--- src/rtl/reorder_buffer.sv ---
// Purpose    : in-order retirement queue of the Tomasulo core; hands out tags at issue,
//              captures ALU results, retires in order and broadcasts each commit.
// Latency    : result at edge N marks the entry done; commit pulse is registered after edge N+1.
// Backpressure: issue_ready = !full on the current count; issue while full is dropped;
//              rdy_in low freezes all state.
// Ports      : clk_in/rst_n_in clock and async active-low reset; rdy_in global enable;
//              flush_in discards all entries; issue_* allocate; have_execute/entry_execute/result
//              write back; qry1_*/qry2_* combinational operand lookup with same-cycle bypass;
//              have_commit/entry_commit/destination_commit/value_commit registered commit broadcast.
module reorder_buffer #(
    parameter int ROB_SIZE   = 16,
    parameter int ROB_ADDR_W = 4,
    parameter int TAG_W      = 5
) (
    input  logic              clk_in,
    input  logic              rst_n_in,
    input  logic              rdy_in,
    input  logic              flush_in,
    input  logic              issue_valid,
    input  logic [4:0]        issue_dest,
    output logic              issue_ready,
    output logic [TAG_W-1:0]  issue_tag,
    input  logic              have_execute,
    input  logic [TAG_W-1:0]  entry_execute,
    input  logic [31:0]       result,
    input  logic [TAG_W-1:0]  qry1_tag,
    input  logic [TAG_W-1:0]  qry2_tag,
    output logic              qry1_ready,
    output logic              qry2_ready,
    output logic [31:0]       qry1_value,
    output logic [31:0]       qry2_value,
    output logic              have_commit,
    output logic [TAG_W-1:0]  entry_commit,
    output logic [4:0]        destination_commit,
    output logic [31:0]       value_commit
);

    localparam logic [ROB_ADDR_W:0] SIZE_CNT = (ROB_ADDR_W+1)'(ROB_SIZE);
    localparam logic [TAG_W-1:0]    MAX_TAG  = TAG_W'(ROB_SIZE);

    logic [ROB_ADDR_W-1:0] head_q, head_d, tail_q, tail_d;
    logic [ROB_ADDR_W:0]   count_q, count_d;
    logic [ROB_SIZE-1:0]   busy_q, busy_d, done_q, done_d;
    logic [4:0]            dest_q  [ROB_SIZE];
    logic [4:0]            dest_d  [ROB_SIZE];
    logic [31:0]           value_q [ROB_SIZE];
    logic [31:0]           value_d [ROB_SIZE];

    logic                  have_commit_q, have_commit_d;
    logic [TAG_W-1:0]      entry_commit_q, entry_commit_d;
    logic [4:0]            dest_commit_q, dest_commit_d;
    logic [31:0]           value_commit_q, value_commit_d;

    logic                  full;
    logic                  issue_fire;
    logic                  commit_fire;
    logic                  exec_hit;
    logic [ROB_ADDR_W-1:0] exec_idx;
    logic                  exec_in_range;

    // Tags are index+1; tag 0 and tags beyond ROB_SIZE address nothing.
    assign exec_in_range = (entry_execute != '0) && (entry_execute <= MAX_TAG);
    assign exec_idx      = entry_execute[ROB_ADDR_W-1:0] - ROB_ADDR_W'(1);
    assign exec_hit      = have_execute && exec_in_range && busy_q[exec_idx];

    // Full is taken from the current count, so a same-cycle commit never opens a slot.
    assign full        = (count_q == SIZE_CNT);
    assign issue_fire  = issue_valid && !full;
    assign commit_fire = busy_q[head_q] && done_q[head_q];

    assign issue_ready = !full;
    assign issue_tag   = TAG_W'(tail_q) + TAG_W'(1);

    assign have_commit        = have_commit_q;
    assign entry_commit       = entry_commit_q;
    assign destination_commit = dest_commit_q;
    assign value_commit       = value_commit_q;

    always_comb begin
        head_d         = head_q;
        tail_d         = tail_q;
        count_d        = count_q;
        busy_d         = busy_q;
        done_d         = done_q;
        dest_d         = dest_q;
        value_d        = value_q;
        have_commit_d  = 1'b0;
        entry_commit_d = entry_commit_q;
        dest_commit_d  = dest_commit_q;
        value_commit_d = value_commit_q;

        if (rdy_in) begin
            if (flush_in) begin
                busy_d  = '0;
                done_d  = '0;
                head_d  = '0;
                tail_d  = '0;
                count_d = '0;
            end else begin
                if (exec_hit) begin
                    done_d[exec_idx]  = 1'b1;
                    value_d[exec_idx] = result;
                end
                // Commit reads the registered entry, so a result landing this cycle
                // retires no earlier than the following edge.
                if (commit_fire) begin
                    have_commit_d  = 1'b1;
                    entry_commit_d = TAG_W'(head_q) + TAG_W'(1);
                    dest_commit_d  = dest_q[head_q];
                    value_commit_d = value_q[head_q];
                    busy_d[head_q] = 1'b0;
                    done_d[head_q] = 1'b0;
                    head_d         = head_q + ROB_ADDR_W'(1);
                end
                // Tail slot is never busy when not full, so it cannot collide with
                // the writeback or commit above.
                if (issue_fire) begin
                    busy_d[tail_q] = 1'b1;
                    done_d[tail_q] = 1'b0;
                    dest_d[tail_q] = issue_dest;
                    tail_d         = tail_q + ROB_ADDR_W'(1);
                end
                count_d = count_q + (ROB_ADDR_W+1)'(issue_fire) - (ROB_ADDR_W+1)'(commit_fire);
            end
        end
    end

    always_ff @(posedge clk_in or negedge rst_n_in) begin
        if (!rst_n_in) begin
            head_q         <= '0;
            tail_q         <= '0;
            count_q        <= '0;
            busy_q         <= '0;
            done_q         <= '0;
            have_commit_q  <= 1'b0;
            entry_commit_q <= '0;
            dest_commit_q  <= '0;
            value_commit_q <= '0;
            for (int i = 0; i < ROB_SIZE; i++) begin
                dest_q[i]  <= '0;
                value_q[i] <= '0;
            end
        end else begin
            head_q         <= head_d;
            tail_q         <= tail_d;
            count_q        <= count_d;
            busy_q         <= busy_d;
            done_q         <= done_d;
            have_commit_q  <= have_commit_d;
            entry_commit_q <= entry_commit_d;
            dest_commit_q  <= dest_commit_d;
            value_commit_q <= value_commit_d;
            for (int i = 0; i < ROB_SIZE; i++) begin
                dest_q[i]  <= dest_d[i];
                value_q[i] <= value_d[i];
            end
        end
    end

    // Operand lookup: a result on the bus this cycle wins over the stored state.
    logic                  q1_in_range, q2_in_range;
    logic [ROB_ADDR_W-1:0] q1_idx, q2_idx;

    assign q1_in_range = (qry1_tag != '0) && (qry1_tag <= MAX_TAG);
    assign q2_in_range = (qry2_tag != '0) && (qry2_tag <= MAX_TAG);
    assign q1_idx      = qry1_tag[ROB_ADDR_W-1:0] - ROB_ADDR_W'(1);
    assign q2_idx      = qry2_tag[ROB_ADDR_W-1:0] - ROB_ADDR_W'(1);

    always_comb begin
        qry1_ready = 1'b0;
        qry1_value = '0;
        if (q1_in_range) begin
            if (have_execute && (entry_execute == qry1_tag)) begin
                qry1_ready = 1'b1;
                qry1_value = result;
            end else begin
                qry1_ready = busy_q[q1_idx] && done_q[q1_idx];
                qry1_value = value_q[q1_idx];
            end
        end
    end

    always_comb begin
        qry2_ready = 1'b0;
        qry2_value = '0;
        if (q2_in_range) begin
            if (have_execute && (entry_execute == qry2_tag)) begin
                qry2_ready = 1'b1;
                qry2_value = result;
            end else begin
                qry2_ready = busy_q[q2_idx] && done_q[q2_idx];
                qry2_value = value_q[q2_idx];
            end
        end
    end

endmodule

--- config.mk ---
export PLATFORM = sky130hd
export DESIGN_NAME = reorder_buffer
export DESIGN_NICKNAME = d
export VERILOG_FILES = /design/src/rtl/reorder_buffer.sv
export SDC_FILE = /design/constraint.sdc
export NUM_CORES = 2
export LEC_CHECK = 0
export CORE_ASPECT_RATIO = 0.9
export CORE_MARGIN = 1
export CORE_UTILIZATION = 35
export DETAILED_ROUTE_END_ITERATION = 8
export PLACE_DENSITY = 0.49
export SLEW_MARGIN = 30
export SYNTH_ARGS = -nofsm -noshare
export SYNTH_HDL_FRONTEND = slang
export SYNTH_SLANG_ARGS = --single-unit
--- constraint.sdc ---
create_clock -name clk_in -period 11.2 [get_ports clk_in]
set_clock_uncertainty 0.15 [all_clocks]
set_input_delay 1.68 -clock clk_in [delete_from_list [all_inputs] [get_ports clk_in]]
set_output_delay 1.68 -clock clk_in [all_outputs]
set_load 0.01 [all_outputs]
Word-level counts from Yosys, hierarchy flattened
Cells that the tools add are included.
{"block": "classes", "n_reduce_logical": 27, "bitwise": 13, "eq_ne": 3, "n_mux": 67, "order_cmp": 18, "add_sub_neg": 9}
{"op": "$bwmux W512", "count": 1}
{"op": "$bmux W32 S4", "count": 3}
{"op": "$mux W32", "count": 11}
{"op": "$mux W16", "count": 13}
{"op": "$demux W32 S4", "count": 1}
{"op": "$bwmux W80", "count": 1}
{"op": "$and A16 B16 Y16", "count": 3}
{"op": "$not A16 Y16", "count": 2}
{"op": "$or A16 B16 Y16", "count": 2}
{"op": "$bmux W1 S4", "count": 7}
{"op": "$ge A5 B5 Y1 const B", "count": 5}
{"op": "$lt A4 B5 Y1 const B", "count": 5}
{"op": "$not A4 Y5", "count": 5}
{"op": "$bmux W5 S4", "count": 1}
{"op": "$demux W5 S4", "count": 1}
{"op": "$mux W5", "count": 4}
{"op": "$mux W1", "count": 17}
{"op": "$logic_and A1 B1 Y1", "count": 16}
{"op": "$mux W4", "count": 4}
{"op": "$le A5 B5 Y1 const B", "count": 3}
{"op": "$reduce_bool A5 Y1", "count": 3}
{"op": "$demux W1 S4", "count": 3}
{"op": "$ge A4 B1 Y1 const B", "count": 3}
{"op": "$sub A4 B1 Y4 const B", "count": 3}
{"op": "other kinds (12)", "count": 20}
{"block": "totals", "register_bits": 680, "out_inout_bits": 115, "in_bits": 58, "wordCells": 178}

Logic depth before layout (Yosys ltp)
{"block": "depth", "ltp_word": 16, "depth_mapped": 17}

Worst setup path after synthesis
Ideal clock, no wire load.
{"block": "synth_path", "path_kind": "in2out", "from": "input port qry1_tag[0]", "to": "output port qry1_ready", "t_required_ns": 9.370, "setup_slack_ns": 4.862, "cell_stages": 10, "path_buffers": 3, "arrival_time_ns": 4.508, "path_cell_list": "clkbuf_1 buf_2 buf_2 inv_1 ha_1 xnor2_1 mux4_1 mux2i_1 mux2i_1 a21boi_0"}
{"block": "synth_between", "elab_chain_cells": 6}
{"item": "from (decl)", "line": "26", "text": "input logic [TAG_W-1:0] qry1_tag,"}
{"item": "$sub A4 B1 Y4", "line": "166", "text": "assign q1_idx = qry1_tag[ROB_ADDR_W-1:0] - ROB_ADDR_W'(1);"}
{"item": "$bmux W1 S4", "line": "177", "text": "qry1_ready = busy_q[q1_idx] && done_q[q1_idx];"}
{"item": "$mux W1 (implied by the code)", "line": "177"}
{"item": "$logic_and A1 B1 Y1", "line": "177"}
{"item": "$mux W1", "line": "173", "text": "if (have_execute && (entry_execute == qry1_tag)) begin"}
{"item": "$mux W1 *", "line": "172", "text": "if (q1_in_range) begin"}
{"item": "to (decl)", "line": "28", "text": "output logic qry1_ready,"}
Every way passes the cells marked *; elsewhere a longest branch is shown, timed or not. The select of a mux whose other input is x is not followed.

Worst setup path in the final report
{"block": "layout_path", "from": "input port qry1_tag[0]", "to": "output port qry1_value[28]"}
{"block": "layout_between", "elab_chain_cells": 7}
{"item": "$sub A4 B1 Y4", "line": "166"}
{"item": "$not A4 Y5 (implied by the code)", "line": "178", "text": "qry1_value = value_q[q1_idx];"}
{"item": "$bmux W32 S4", "line": "178"}
{"item": "$mux W32 (implied by the code) (2 in series)", "line": "178"}
{"item": "$mux W32", "line": "173"}
{"item": "$mux W32 *", "line": "172"}
{"item": "to (decl)", "line": "30", "text": "output logic [31:0] qry1_value,"}
Marks and branches as above.

==> results.ini <==
[sta]
slew_viol_final = 0
rsz0062_at_grt = no
setup_viol = 0
post-route-period-util_pct = 65.8
final-hold-violation-count = 0
fmax_mhz = 136
relSlewSlack_pct = 34.1
timing.hold.ws_ns = 0.349
setup_tns_ns = 0
fin_crit_ns = 7.37
worst_pin_slew_ns = 0.988

[synthesis]
syn_area_mm2 = 0.0406
syn_area_per_cell_um2 = 15.5
ys_seq_elements = 680
synth_commonest_cells = dfrtp_1 (680), mux2_2 (615), mux4_2 (520)
synth_edf_count = 0
syn_nets = 2694
synth_top_cell_by_area = dfrtp_1
synth.top_cell.area_share_pct = 41.9
yosysMostFrequentCell = dfrtp_1
synth-main-ff-cell = dfrtp_1
ys_seq_area_share_pct = 41.9
yosysWarningCount = 0
synth_cells = 2612
async_flop_share_pct = 100
synth.top_cells.by_area = dfrtp_1 (42%), mux4_2 (29%), mux2_2 (17%), o2bb2ai_1 (1.4%), clkbuf_1 (1.2%)
yosysUniqueCellTypes = 69

[die]
die_area_mm2 = 0.117
boundaryPins = 173
fp.dieW_um = 361
dieHeight_um = 325
coreArea_mm2 = 0.115
num_rows = 118
initial_utilization_pct = 35.3

[critical_path]
path_buf_inv = 6
worst_setup_path_end_kind = output port
r2r_cells = 16
worstPathCellList = buf_8 > inv_1 > ha_4 > buf_12 > buf_12 > buf_12 > mux4_2 > mux4_2 > o2bb2ai_1 > clkdlybuf4s50_1
crit_cells = 10
max_stage_delay_ns = 0.56
slowest_stage = ha_4
critPathKind = in -> out
cpLargestDelayFamily = buffers and inverters
worstPathArrival_ns = 5.54
required_ns = 9.37
start_kind = primary input
cp_max_fo = 72
critical_path.most_common_cell = buf_12

[power_and_ir_drop]
peakVddDrop_uv = 121
power_mw = 6.34
powerDensity_mw_per_mm2 = 136
leakagePower_nw = 19.6

[clocking]
numCtsBuffers = 83
clk_path_buf_depth = 3
clk_pin_slew_ns = 0.06
cts-root-buf = clkbuf_16
holdBufCountCts = 0
clock_sinks = 680
cts_setup_buffers = 0
cts_resized = 0
cts.htree.levels = 3
clk_latency_ns = 0.69
cts_tree = done

[cells_and_area]
syn_to_final_growth_pct = 14.5
fillCellCount = 10400
antenna_cells = 0
nNetsFinal = 2755
drive_gt1_share_pct = 50.1
final_cells = 4244

[drt]
drc = 0
drtIter0Drc = 2422
vias = 26200
ant_nets = 0
routedWlPerCell_um = 31.3
totalWireLength_mm = 133
post_drt_via_cell_ratio = 6.18
firstDrtPassIters = 6

[worst_hold_path]
hold_depth = 1
hp-class = reg -> reg

[run]
cap_violations = 0

[global_route]
grt_max_degree = 142
grt_pass1_vias = 28000
grt_pass1_wl_mm = 197
gr-usage-all-layers_pct = 22.8
antenna_found_initial = 4
grt.overflow.total = 0

[outcome]
outcome = finished clean

[placement]
place_hpwl_mm = 75.9
place_congestion = 0.821
dp.cells = 4087
io_buffers = 172

[state kept, by name, indices dropped and copies added, names as in the netlist]
signal and count:
value_q 512, dest_q 80, value_commit 32, busy_q 16
done_q 16, count_q 5, destination_commit 5, entry_commit 5
head_q 4, tail_q 4, have_commit 1
[per-layer routing]
metal / track usage (%) / vias to the layer above / wire, µm
li1: - / 10500 / -
met1: 30.9 / 14500 / 56200
met2: 37.3 / 1014 / 65300
met3: 4.38 / 226 / 7910
met4: 6.51 / 4 / 3500
met5: 0 / - / 23
[worst reg2reg max path, delay by kind of cell (launching register included)]
family	cells	cell delay [ns]
compound gates	3	0.56
fa+ha+maj	3	0.84
buf+inv	4	0.83
flops	1	0.82
simple gates	6	1.56
[stage by stage]
step / instance area (µm²) / util, % / setup slack (ns)
after global routing: 46500 / 40.4 / 3.64
after global placement: 43600 / 37.9 / 3.67
after CTS: 46400 / 40.4 / 3.76
final: 46500 / 40.4 / 3.83
after detailed placement: 43600 / 37.9 / 3.75
after floorplan: 40600 / - / 4.86
[layout make-up]
| class | count | area [µm²] | area share (%) |
|---|---|---|---|
| multi-input cells | 1649 | 22300 | 48.0 |
| flip-flops and latches | 680 | 17000 | 36.6 |
| clock buffers | 120 | 2440 | 5.24 |
| repair buffers | 228 | 2310 | 4.96 |
| well taps | 1500 | 1880 | 4.04 |
| clock inverters | 36 | 394 | 0.848 |
| inverters | 31 | 116 | 0.250 |
[path summary, 6_finish.rpt]
| check | startpoint | slack, ns | to |
|---|---|---|---|
| max in group asynchronous | rst_n_in | 8.00 | value_q[75] |
| max reg2reg | head_q[0] | 6.35 | count_q[4] |
| max | qry1_tag[0] | 3.83 | qry1_value[28] |
| min in group asynchronous | rst_n_in | 0.77 | value_q[24] |
| min | dest_q[9] | 0.35 | dest_q[9] |
| min reg2reg | dest_q[9] | 0.35 | dest_q[9] |
[kinds of logic (layout without fill, tap and decap cells)]
group	count (synthesis)	after routing	share of synthesized area (%)
compound gates	185	185	3.48
xor+xnor	22	22	0.512
fa+ha+maj	24	24	0.758
buf+inv	283	415	3.48
flops	680	680	41.9
mux	1165	1165	46.7
simple gates	253	253	3.11
[cells in the final DEF, fill, tap and decap left out, types with 23 or more instances in the layout]
master / instances
clkbuf_16: 84
mux4_2: 520
clkinv_2: 23
clkdlybuf4s50_1: 169
nand3_1: 27
buf_4: 39
nand2_1: 121
a21oi_1: 30
o2bb2ai_1: 64
nor2_1: 23
dfrtp_1: 676
mux2_2: 615
inv_1: 30
[power by group]
group / internal, mW / total (mW) / switching [mW]
Combinational: 0.384 / 0.919 / 0.535
Sequential: 2.53 / 2.62 / 0.0899
Clock: 1.64 / 2.79 / 1.16
Power figures use the tool's default switching activity.
